[config.mk]
export PLATFORM = sky130hd
export DESIGN_NAME = dvs_fifo_bus_arbiter
export DESIGN_NICKNAME = d
export VERILOG_FILES = /design/src/rtl/dvs_fifo_bus_arbiter.sv
export SDC_FILE = /design/constraint.sdc
export NUM_CORES = 1
export LEC_CHECK = 0
export CAP_MARGIN = 20
export CORE_ASPECT_RATIO = 2
export CORE_UTILIZATION = 39
export CTS_CLUSTER_DIAMETER = 120
export DETAILED_ROUTE_END_ITERATION = 6
export PLACE_DENSITY = 0.77
export SYNTH_ARGS = -nofsm -noshare
export SYNTH_HDL_FRONTEND = slang
export SYNTH_SLANG_ARGS = --single-unit
export TNS_END_PERCENT = 20
[constraint.sdc]
create_clock -name clk -period 2.2 [get_ports clk]
set_input_delay 0.44 -clock clk [delete_from_list [all_inputs] [get_ports clk]]
set_output_delay 0.44 -clock clk [all_outputs]
set_load 0.05 [all_outputs]
[src/rtl/dvs_fifo_bus_arbiter.sv]
// Shared event-FIFO write-port arbiter for the DVS AER-to-event interfaces.
// Round-robin selection over fifo_req with a hold-until-release grant
// handshake. Exactly one registered FIFO write is made per grant, on the
// grant's first cycle. A grant held too long is force-released and flagged.

package dvs_ravens_pkg;
    localparam int EVENT_BITS = 16;
endpackage

module dvs_fifo_bus_arbiter #(
    parameter int N_REQ       = 4,
    parameter int EVENT_BITS  = dvs_ravens_pkg::EVENT_BITS,
    parameter int TIMEOUT_CYC = 64,
    parameter int CNT_BITS    = 16
) (
    input  logic                        clk,
    input  logic                        rst_n,
    input  logic [N_REQ-1:0]            fifo_req,
    input  logic [N_REQ*EVENT_BITS-1:0] fifo_bus_event,
    input  logic                        fifo_full,
    input  logic                        clear_status,
    output logic [N_REQ-1:0]            fifo_grant,
    output logic                        fifo_wr_en,
    output logic [EVENT_BITS-1:0]       fifo_wr_data,
    output logic [CNT_BITS-1:0]         event_count,
    output logic                        timeout_err
);

    localparam int IDX_W = $clog2(N_REQ);
    localparam int TMR_W = $clog2(TIMEOUT_CYC);

    typedef enum logic [1:0] {IDLE, GRANT, RELEASE} state_t;

    state_t                  state;
    logic [IDX_W-1:0]        rr_last;    // last winner; in GRANT it is also the current owner
    logic [TMR_W-1:0]        timer;
    logic [IDX_W-1:0]        win_idx;
    logic [IDX_W-1:0]        cand_idx;
    logic                    win_found;
    logic [EVENT_BITS-1:0]   win_event;
    logic                    wr_now;
    logic                    timeout_now;

    // Round-robin search starting one past the last winner, wrapping mod N_REQ
    always_comb begin
        win_idx   = '0;
        win_found = 1'b0;
        cand_idx  = '0;
        for (int k = 1; k <= N_REQ; k++) begin
            cand_idx = IDX_W'((int'(rr_last) + k) % N_REQ);
            if (!win_found && fifo_req[cand_idx]) begin
                win_found = 1'b1;
                win_idx   = cand_idx;
            end
        end
    end

    // Pick the winner's event word out of the flattened bus
    always_comb begin
        win_event = '0;
        for (int i = 0; i < N_REQ; i++) begin
            if (win_idx == IDX_W'(i)) begin
                win_event = fifo_bus_event[i*EVENT_BITS +: EVENT_BITS];
            end
        end
    end

    // A write happens only on the deciding IDLE edge with room in the FIFO
    always_comb begin
        wr_now      = (state == IDLE) && win_found && !fifo_full;
        timeout_now = (state == GRANT) && fifo_req[rr_last] &&
                      (timer == TMR_W'(TIMEOUT_CYC - 1));
    end

    // Grant FSM, registered FIFO write, event counter and sticky timeout flag
    always_ff @(posedge clk or negedge rst_n) begin
        if (!rst_n) begin
            state        <= IDLE;
            rr_last      <= IDX_W'(N_REQ - 1);
            timer        <= '0;
            fifo_grant   <= '0;
            fifo_wr_en   <= 1'b0;
            fifo_wr_data <= '0;
            event_count  <= '0;
            timeout_err  <= 1'b0;
        end else begin
            fifo_wr_en <= 1'b0;
            case (state)
                IDLE: begin
                    if (wr_now) begin
                        fifo_grant   <= N_REQ'(1) << win_idx;
                        fifo_wr_en   <= 1'b1;
                        fifo_wr_data <= win_event;
                        rr_last      <= win_idx;
                        timer        <= '0;
                        state        <= GRANT;
                    end
                end
                GRANT: begin
                    // Owner released, or it has held the bus for TIMEOUT_CYC cycles
                    if (!fifo_req[rr_last] || timeout_now) begin
                        fifo_grant <= '0;
                        state      <= RELEASE;
                    end else begin
                        timer <= timer + 1'b1;
                    end
                end
                RELEASE: begin
                    state <= IDLE;
                end
                default: begin
                    fifo_grant <= '0;
                    state      <= IDLE;
                end
            endcase

            // Clear beats a same-cycle write; the write is then not counted
            if (clear_status) begin
                event_count <= '0;
            end else if (wr_now) begin
                event_count <= event_count + 1'b1;
            end

            // A new timeout beats a same-cycle clear
            if (timeout_now) begin
                timeout_err <= 1'b1;
            end else if (clear_status) begin
                timeout_err <= 1'b0;
            end
        end
    end

endmodule

==> results.cfg <==
[run_status]
status = finished clean

[floorplan]
die_w_um = 60.9
die-area_sq_um = 7280
die_h_um = 120
num_rows = 42
core_sq_um = 6670
pin_count = 110
start_util_pct = 40.5

[sta]
worst_pin_slew_ns = 0.539
setup_viol = 0
drv_slew = 0
rsz0062_at_grt = false
fmaxAchievable_mhz = 477
skew_ns = 0.00377
hold_viol = 0
hold_ws_ns = 0.0925
period_share_pct = 95.4
period_needed_ns = 2.10
relSlewSlack_pct = 64.0

[clock_network]
cts_tree = yes
cts_made_buffers = 5
clkLatencyLatePin_ns = 0.29
cts_max_level = 2
holdBufCountCts = 0
cts.sinks = 48
cts_root_buf = clkbuf_16
clk_pin_slew_worst_paths_ns = 0.06
ctsLongestPathBuffers = 2

[placement]
port_buffers = 109
gp_congestion = 0.829
post-dp-hpwl_um = 6200

[critical_path]
critical_path_required_ns = 2.37
r2r-start = rr_last[1]$_DFFE_PN1P_
r2r_setup_slack_ns = 0.12
crit_chain = clkdlybuf4s50_1 > a21boi_2 > o21bai_2 > nand2_8 > mux2_4 > a221o_1
crit_type = in -> reg
start_kind = input port
worst_path_max_delay_cell = clkdlybuf4s50_1
critPathMaxStageDelay_ns = 0.50
reg2regPathDepth = 5
worst-path-buf-inv = 1
cp-end-kind = register
cp_max_fo = 17
crit_family = compound AO/OA/AOI/OAI gates
regToRegEndpoint = fifo_wr_data[15]$_DFFE_PN0P_
worst_ep_arrival_time_ns = 2.27

[cells_and_area]
fillers = 579
ff_latch_area_sq_um = 1200
multiInputGateArea_sq_um = 1430
diodes = 0
fin_nets = 468
syn_to_final_growth_pct = 55.6
drive_gt1_share_pct = 16.7

[grt]
grt-ovfl-total = 0
grt_pass1_vias = 2754
grt_use_total_pct = 23.8
antenna_found_initial = 0
grt_start_max_net_pins = 21
grt_pass1_wl_um = 12800

[route]
post_drt_wl_per_cell_um = 16.4
drc = 0
avgViaCountPerCell = 5.40
drt_iter0_drc = 151
wirelength_um = 7910
firstDrtPassIters = 4
via_count = 2606
ant_nets = 0

[power]
powerDensity_nw_per_um2 = 1110
seq_power_share_pct = 29.1
pwr-share-clk_pct = 16.3
swShare_pct = 42.4
p_leak_nw = 1.76
p_comb_share_pct = 54.6
p_switching_w = 0.00197
totalPowerFinal_w = 0.00465
internal-power_w = 0.00268
ir_worst_vdd_mv = 0.515

[synth]
ys_top_cells_by_area = dfrtp_1 43%, a221o_1 5.9%, xor2_1 4.5%
async_reset_ff_share_pct = 100
synth_fp_nets = 342
synth_edf_count = 0
synthTopCellsByCount = 46 x dfrtp_1, 24 x nand3_1, 21 x o21ai_0
synth_most_common_cell = dfrtp_1
synth_ff_type = dfrtp_1
yosysTopAreaCellShare_pct = 42.6
synth_warnings = 0
synthCells = 268
synth_seq_cells = 48
yosysUniqueCellTypes = 48
synth_area_sq_um = 2700
avgSynthCellArea_sq_um = 10.1
yosys.area.top_type = dfrtp_1
ys_seq_area_share_pct = 44.6

[worst_hold_path]
min-delay-path-class = in -> async

[run]
cap_violations = 0
[cell type report]
cell class,instances,area share [%]
flip-flops and latches,48,28.6
repair buffers,132,30.7
clock inverters,2,0.238
well taps,88,2.62
clock buffers,6,3.30
inverters,6,0.595
multi-input cells,201,33.9
[sequential cells by signal, indices dropped and copies added, names as in the netlist]
name          flops
state             2
timeout_err       1
rr_last           2
event_count      16
fifo_wr_en        1
fifo_grant        4
fifo_wr_data     16
timer             6
[repair_timing]
item	CTS	global route
gates resized for setup	2	5
setup endpoints to repair	16	18
buffers inserted	0	0
[metrics by stage]
step           instances  setup TNS, ns  worst slack, ns  cell area [sq um]  utilization [%]
2_1_floorplan        268              0           0.0651               2700                -
3_3_place_gp         475          -5.97           -0.329               4020             60.3
3_5_place_dp         475          -8.54           -0.429               4020             60.3
4_1_cts              483              0           0.0121               4180             62.7
5_1_grt              483              0           0.0348               4200             63.0
6_report             483              0            0.102               4200             63.0
[per-layer routing]
layer | track usage (%) | vias to the layer above | wire length (um)
met3 | 4.09 | 20 | 321
met2 | 44.2 | 103 | 4580
li1 | - | 1234 | -
met4 | 13.1 | 0 | 299
met1 | 23.1 | 1249 | 2710
met5 | 0 | - | 0
[power by group through the flow]
stage	clock, W	sequential, W	combinational [W]
3_3_place_gp	0	0.00135	0.00247
2_1_floorplan	0	0.00197	0.00100
3_5_place_dp	0	0.00136	0.00253
6_report	0.000758	0.00135	0.00254
4_1_cts	0.000780	0.00135	0.00254
5_1_grt	0.000808	0.00139	0.00268
[how the worst max path moves through the flow]
stage / endpoint / depth (start not counted) / slack, ns / from
after floorplan: fifo_wr_data[0]$_DFFE_PN0P_ / 7 / 0.07 / rr_last[1]$_DFFE_PN1P_
after global placement: fifo_wr_data[6]$_DFFE_PN0P_ / 7 / -0.33 / fifo_req[1]
after detailed placement: fifo_wr_data[8]$_DFFE_PN0P_ / 7 / -0.43 / fifo_req[1]
after CTS: fifo_wr_data[15]$_DFFE_PN0P_ / 7 / 0.01 / fifo_req[1]
after global routing: fifo_wr_data[15]$_DFFE_PN0P_ / 6 / 0.03 / fifo_req[3]
final: fifo_wr_data[15]$_DFFE_PN0P_ / 6 / 0.10 / fifo_req[3]
[cells in the final DEF (no fill, tap or decap), drive strengths merged, types with 2 or more instances in the layout]
master / netlist / routed
inv: 6 / 6
xnor2: 4 / 4
nand3: 24 / 24
clkdlybuf4s50: 0 / 106
a21oi: 19 / 19
nor4: 3 / 3
nand4: 6 / 6
nor2: 21 / 21
a22oi: 2 / 2
xor2: 14 / 14
a21boi: 2 / 2
o21ai: 21 / 21
nor2b: 3 / 3
nand2: 21 / 21
o22ai: 3 / 3
a221o: 16 / 16
dfrtp: 46 / 46
mux2: 16 / 16
dlymetal6s2s: 0 / 2
nor3: 2 / 2
or3: 3 / 3
buf: 6 / 24
clkbuf: 7 / 6
clkinv: 0 / 2
and4: 2 / 2
or2: 4 / 4
ha: 2 / 2
dfstp: 2 / 2
[cell families (layout without fill, tap and decap cells)]
logic type	count (synthesis)	count (layout)	synth area share (%)
mux	18	18	9.45
simple gates	92	92	17.2
flops	48	48	44.6
compound gates	71	71	18.4
buf+inv	19	146	3.61
xor+xnor	18	18	5.84
fa+ha+maj	2	2	0.926
Note: power is estimated with default switching activity, not from simulation.
